File: src/rtl/hilo_muldiv_unit_pkg.sv
// Shared definitions for the HI/LO multiply/divide unit: op codes, FSM states
// and small op-class helpers.
package hilo_muldiv_unit_pkg;

  typedef enum logic [2:0] {
    HILO_OP_MULT  = 3'd0,
    HILO_OP_MULTU = 3'd1,
    HILO_OP_DIV   = 3'd2,
    HILO_OP_DIVU  = 3'd3,
    HILO_OP_MTHI  = 3'd4,
    HILO_OP_MTLO  = 3'd5
  } hilo_op_e;

  typedef enum logic [1:0] {
    ST_IDLE = 2'd0,
    ST_MUL  = 2'd1,
    ST_DIV  = 2'd2
  } hilo_state_e;

  function automatic logic is_mul_op(input logic [2:0] code);
    return (code == HILO_OP_MULT) || (code == HILO_OP_MULTU);
  endfunction

  function automatic logic is_div_op(input logic [2:0] code);
    return (code == HILO_OP_DIV) || (code == HILO_OP_DIVU);
  endfunction

endpackage

File: src/rtl/hilo_muldiv_unit_divider.sv
// Radix-2 restoring divider on operand magnitudes: one load edge, DATA_BITS
// iteration edges, then quotient/remainder are presented with signs fixed up.
module hilo_muldiv_unit_divider #(
  parameter int DATA_BITS = 32
) (
  input  logic                 clk,
  input  logic                 rst_n,
  input  logic                 start,
  input  logic                 is_signed,
  input  logic                 abort,
  input  logic [DATA_BITS-1:0] dividend,
  input  logic [DATA_BITS-1:0] divisor,
  output logic [DATA_BITS-1:0] quotient,
  output logic [DATA_BITS-1:0] remainder,
  output logic                 valid
);

  localparam int W     = DATA_BITS;
  localparam int CNT_W = $clog2(DATA_BITS + 2);

  logic               running_q;
  logic [CNT_W-1:0]   cnt_q;
  logic [2*W-1:0]     acc_q;      // {partial remainder, dividend/quotient bits}
  logic [W-1:0]       divisor_q;
  logic               neg_quo_q;
  logic               neg_rem_q;

  logic               a_neg, b_neg;
  logic [W-1:0]       a_mag, b_mag;
  logic [2*W:0]       shifted;
  logic [W:0]         trial;
  logic [2*W-1:0]     acc_next;

  assign a_neg = is_signed && dividend[W-1];
  assign b_neg = is_signed && divisor[W-1];
  assign a_mag = a_neg ? -dividend : dividend;
  assign b_mag = b_neg ? -divisor : divisor;

  assign shifted  = {acc_q, 1'b0};
  assign trial    = shifted[2*W:W] - {1'b0, divisor_q};
  assign acc_next = trial[W] ? shifted[2*W-1:0]
                             : {trial[W-1:0], shifted[W-1:0] | W'(1)};

  assign valid     = running_q && (cnt_q == CNT_W'(DATA_BITS));
  assign quotient  = neg_quo_q ? -acc_q[W-1:0] : acc_q[W-1:0];
  assign remainder = neg_rem_q ? -acc_q[2*W-1:W] : acc_q[2*W-1:W];

  always_ff @(posedge clk or negedge rst_n) begin
    if (!rst_n) begin
      running_q <= 1'b0;
      cnt_q     <= '0;
      acc_q     <= '0;
      divisor_q <= '0;
      neg_quo_q <= 1'b0;
      neg_rem_q <= 1'b0;
    end else if (abort) begin
      running_q <= 1'b0;
      cnt_q     <= '0;
    end else if (start) begin
      running_q <= 1'b1;
      cnt_q     <= '0;
      acc_q     <= {{W{1'b0}}, a_mag};
      divisor_q <= b_mag;
      // Divide-by-zero keeps the all-ones quotient unsigned; remainder still follows the dividend.
      neg_quo_q <= (a_neg ^ b_neg) && (divisor != '0);
      neg_rem_q <= a_neg;
    end else if (running_q) begin
      if (valid) begin
        running_q <= 1'b0;
        cnt_q     <= '0;
      end else begin
        acc_q <= acc_next;
        cnt_q <= cnt_q + 1'b1;
      end
    end
  end

endmodule

File: src/rtl/hilo_muldiv_unit.sv
// HI/LO special-register pair with a multi-cycle multiplier and an iterative
// divider; busy stalls EX while an op is in flight, flush aborts it.
module hilo_muldiv_unit
  import hilo_muldiv_unit_pkg::*;
#(
  parameter int DATA_BITS   = 32,
  parameter int MUL_LATENCY = 3
) (
  input  logic                 clk,
  input  logic                 rst_n,
  input  logic                 start,
  input  logic [2:0]           op,
  input  logic [DATA_BITS-1:0] operand_a,
  input  logic [DATA_BITS-1:0] operand_b,
  input  logic                 flush,
  output logic                 busy,
  output logic                 done,
  output logic [DATA_BITS-1:0] hi,
  output logic [DATA_BITS-1:0] lo
);

  localparam int                CNT_W    = $clog2(DATA_BITS + 2);
  localparam logic [CNT_W-1:0]  MUL_LAST = CNT_W'(MUL_LATENCY - 1);

  hilo_state_e              state_q, state_d;
  logic [CNT_W-1:0]         cnt_q;
  logic [2*DATA_BITS-1:0]   prod_q, prod_d;
  logic [2*DATA_BITS-1:0]   a_ext, b_ext;
  logic                     accept, div_start, mul_signed;
  logic                     div_valid;
  logic [DATA_BITS-1:0]     div_quo, div_rem;

  assign busy       = (state_q != ST_IDLE);
  assign accept     = start && !busy && !flush;
  assign div_start  = accept && is_div_op(op);
  assign mul_signed = (op == HILO_OP_MULT);

  // Extending both operands to full width makes one unsigned multiply serve MULT and MULTU.
  assign a_ext  = {{DATA_BITS{mul_signed && operand_a[DATA_BITS-1]}}, operand_a};
  assign b_ext  = {{DATA_BITS{mul_signed && operand_b[DATA_BITS-1]}}, operand_b};
  assign prod_d = a_ext * b_ext;

  hilo_muldiv_unit_divider #(.DATA_BITS(DATA_BITS)) u_divider (
    .clk       (clk),
    .rst_n     (rst_n),
    .start     (div_start),
    .is_signed (op == HILO_OP_DIV),
    .abort     (flush),
    .dividend  (operand_a),
    .divisor   (operand_b),
    .quotient  (div_quo),
    .remainder (div_rem),
    .valid     (div_valid)
  );

  // NOTE: every output of a combinational block gets a default first so no path can infer a latch.
  always_comb begin
    state_d = state_q;
    case (state_q)
      ST_IDLE: begin
        if (accept && is_mul_op(op)) state_d = ST_MUL;
        else if (div_start)          state_d = ST_DIV;
      end
      ST_MUL:  if (flush || cnt_q == MUL_LAST) state_d = ST_IDLE;
      ST_DIV:  if (flush || div_valid)         state_d = ST_IDLE;
      default: state_d = ST_IDLE;
    endcase
  end

  // NOTE: clocked state uses non-blocking assignments so every register samples pre-edge values.
  always_ff @(posedge clk or negedge rst_n) begin
    if (!rst_n) begin
      state_q <= ST_IDLE;
      cnt_q   <= '0;
      prod_q  <= '0;
      hi      <= '0;
      lo      <= '0;
      done    <= 1'b0;
    end else begin
      state_q <= state_d;
      done    <= 1'b0;
      case (state_q)
        ST_IDLE: begin
          if (accept) begin
            case (op)
              HILO_OP_MTHI:  hi <= operand_a;
              HILO_OP_MTLO:  lo <= operand_a;
              HILO_OP_MULT,
              HILO_OP_MULTU: begin
                prod_q <= prod_d;
                cnt_q  <= '0;
              end
              default: ;
            endcase
          end
        end
        ST_MUL: begin
          if (flush) begin
            cnt_q <= '0;
          end else if (cnt_q == MUL_LAST) begin
            {hi, lo} <= prod_q;
            done     <= 1'b1;
            cnt_q    <= '0;
          end else begin
            cnt_q <= cnt_q + 1'b1;
          end
        end
        ST_DIV: begin
          if (!flush && div_valid) begin
            hi   <= div_rem;
            lo   <= div_quo;
            done <= 1'b1;
          end
        end
        default: ;
      endcase
    end
  end

endmodule

File: config.mk
export PLATFORM = sky130hd
export DESIGN_NAME = hilo_muldiv_unit
export DESIGN_NICKNAME = d
export VERILOG_FILES = /design/src/rtl/hilo_muldiv_unit_pkg.sv /design/src/rtl/hilo_muldiv_unit_divider.sv /design/src/rtl/hilo_muldiv_unit.sv
export SDC_FILE = /design/constraint.sdc
export NUM_CORES = 2
export LEC_CHECK = 0
export CAP_MARGIN = 20
export CORE_ASPECT_RATIO = 0.6
export CORE_MARGIN = 5
export CORE_UTILIZATION = 58
export CTS_CLUSTER_SIZE = 24
export DETAILED_ROUTE_END_ITERATION = 8
export PLACE_DENSITY = 0.75
export SLEW_MARGIN = 0
export SYNTH_ARGS = -nofsm -noshare
export SYNTH_HDL_FRONTEND = slang
export SYNTH_SLANG_ARGS = --single-unit
File: constraint.sdc
create_clock -name clk -period 10.8 [get_ports clk]
set_input_delay 1.08 -clock clk [delete_from_list [all_inputs] [get_ports clk]]
set_output_delay 1.08 -clock clk [all_outputs]
set_load 0.05 [all_outputs]
==> impl_metrics.tcl <==
set metrics [dict create \
    startpoint_type "primary input" \
    ys_seq_area_share_pct 11.5 \
    tightestPinTransition_ps 1170 \
    hp-start "hi[15]" \
    min_delay_worst_endpoint "hi[15]" \
    cp_common_cell "fa_1" \
    timing.rr.start "u_divider.acc_q[31]" \
    slew_violations 0 \
    area_growth_pct 6.46 \
    syn_area_um2 52700 \
    max_cap_violations 0 \
    die_y_um 243 \
    slowest_delay_ps 920 \
    dieWidth_um 399 \
    synthTopCellsByArea "fa_1 (43%), dfrtp_1 (11%), nand2_1 (8.7%), inv_1 (8.5%), ha_1 (6.1%)" \
    end_kind "flop" \
    drc 0 \
    fin_ws_ps 1180 \
    ys_types 60 \
    dp_slack_ps 693 \
    cts-hold-fix-buffers 0 \
    port_buffers 136 \
    instances_no_fill 7252 \
    clock_latency_ps 570 \
    min_period_ps 9620 \
    rsz0062_at_grt "no" \
    holdPathStages 2 \
    drtIter0Drc 5018 \
    cts_made_buffers 22 \
    final_nets 7459 \
    core_um2 89900 \
    worstRegToRegCells 15 \
    cpMaxStageDelayCell "fa_1" \
    crit_path_max_fanout 14 \
    arrival_ps 10060 \
    fin_crit_sh_pct 89.1 \
    post_drt_wl_per_cell_um 22.1 \
    cts.htree.levels 1 \
    cts_tree "built" \
    grt_overflow 0 \
    hold_viol_final 0 \
    viasPerCell 5.85 \
    postSynth.asyncResetShare_pct 100 \
    crit_type "primary input to flop" \
    syn-num-nets 7550 \
    mostFrequentLayoutCells "nand2_1 (1216), inv_1 (1191), fa_1 (1126), and2_1 (312), ha_1 (252)" \
    clockRootBuffer "clkbuf_16" \
    vias 42400 \
    drive_above_1_share_pct 3.60 \
    clk_pin_slew_ps 80 \
    skew_ps 17.0 \
    setup-tns-final_ps 0 \
    grt_pass1_vias 42800 \
    cts_sinks 242 \
    netlist_instances 6098 \
    grt_max_degree 109 \
    grt_first_pass_wirelength_um 252000 \
    detail-route-antenna-nets 0 \
    drt-pass1-iter-count 6 \
    final_common_cell "nand2_1" \
    dp.cells 7198 \
    initial_core_util_pct 58.6 \
    ys_warn_count 0 \
    synth_top_area_cell "fa_1" \
    min_path_type "flop to flop" \
    postRouteWirelength_um 160000 \
    yosys.area.top_type_share_pct 42.8 \
    rows 85 \
    post_cts_resized 0 \
    die-area_um2 97200 \
    outcome "complete, no violations" \
    ys.flop_type "dfrtp_1" \
    avgSynthCellArea_um2 8.64 \
    cts_buffer_depth 3 \
    relSlewSlack_pct 22.1 \
    post_cts.repair.setup_buffers 0 \
    max_freq_ghz 0.104 \
    rrSetupSlack_ps 6440 \
    routabilityCongestion 0.990 \
    r2r_end "u_divider.acc_q[51]" \
    synth_edf_count 0 \
    grt.total_usage_pct 33.5 \
    ys_ff_latch 242 \
    hpwl_um 130000 \
    cp.required_ps 11240 \
    io_pins 137 \
    antenna_found_initial 21 \
    finalSetupViolations 0 \
]
==> cells in the mapped netlist, drive strengths merged, types with 3 or more instances <==
library cell  instances
or4                  17
clkbuf              310
xnor2               158
o21ai               218
a311o                 3
and3                 29
and3b                 3
nor3b                 6
o21bai               14
dfrtp               242
and2                312
a31oi                46
a2111oi               3
o22ai                 6
nand4                18
inv                1191
a21oi               222
nor3                 45
nand2b               16
or2                  11
nor2                197
o31ai                91
a22o                  3
nor2b                13
nand2              1218
a211o                 3
or3                  14
nor4                 14
o21a                  6
a32oi                 3
fa                 1126
o41ai                14
a221oi                4
nand3                34
mux2i                 5
a21boi                4
a211oi               19
nand3b                5
a21o                 20
a41oi                 5
o211ai               14
buf                  75
ha                  255
xor2                 67
==> layout make-up <==
class | count | area [um^2]
fill | 7609 | 33800
multi-input combinational | 4280 | 40800
timing repair buffer | 270 | 2460
clock buffer | 25 | 603
tap | 1218 | 1520
inverter | 1191 | 4470
clock inverter | 15 | 179
sequential | 242 | 6060
antenna | 11 | 27.5
==> per-stage QoR <==
step | utilization (%) | instance area (um^2) | hold slack [ps]
after floorplan | - | 52700 | 446
final | 62.4 | 56100 | 481
after detailed placement | 61.4 | 55200 | 466
after CTS | 62.3 | 56000 | 480
after global routing | 62.4 | 56100 | 502
after global placement | 61.4 | 55100 | 460
==> worst max-delay path, delay by kind of cell <==
family / cells / cell delay, ps
XOR/XNOR: 1 / 190
AND/OR/NAND/NOR: 5 / 1210
buffers and inverters: 5 / 970
AO/OA/AOI/OAI: 7 / 1630
adder cells (fa/ha/maj): 9 / 4960
==> logic make-up after synthesis <==
logic type / share of synthesized area, %
and+or+nand+nor: 16.5
buffers and inverters: 11.2
adders and majority gates: 48.8
AOI/OAI and AO/OA: 8.13
DFF: 11.5
xor gates and xnor gates: 3.74
muxes: 0.0950
==> worst max-delay path by stage <==
stage / from / end / slack [ps] / depth (start not counted)
after floorplan: op[2] / prod_q[57] / 1700 / 30
after global placement: operand_b[6] / prod_q[57] / 820 / 25
after detailed placement: operand_b[6] / prod_q[57] / 690 / 25
after CTS: operand_b[6] / prod_q[57] / 1250 / 25
after global routing: op[2] / prod_q[57] / 720 / 27
final: op[2] / prod_q[57] / 1180 / 27
==> registers in the layout, summed over array words and instances, names as in the netlist <==
signal	cells
prod_q	64
u_divider.acc_q	64
hi	32
lo	32
u_divider.divisor_q	32
cnt_q	6
u_divider.cnt_q	6
state_q	2
done	1
u_divider.neg_quo_q	1
u_divider.neg_rem_q	1
u_divider.running_q	1
==> per-layer routing <==
metal | part of all wire, % | vias to the layer above | wire (um) | global-route usage, %
met4 | 3.1 | 6 | 5050 | 8.80
met1 | 43 | 21300 | 68300 | 51.9
li1 | - | 18200 | - | -
met5 | 0.025 | - | 40 | 0
met2 | 40 | 2611 | 64600 | 45.9
met3 | 14 | 301 | 22500 | 10.1
Power is left out: the tool's default activity adds up to more than one toggle a clock period on the data nets, which glitch-free logic cannot reach.
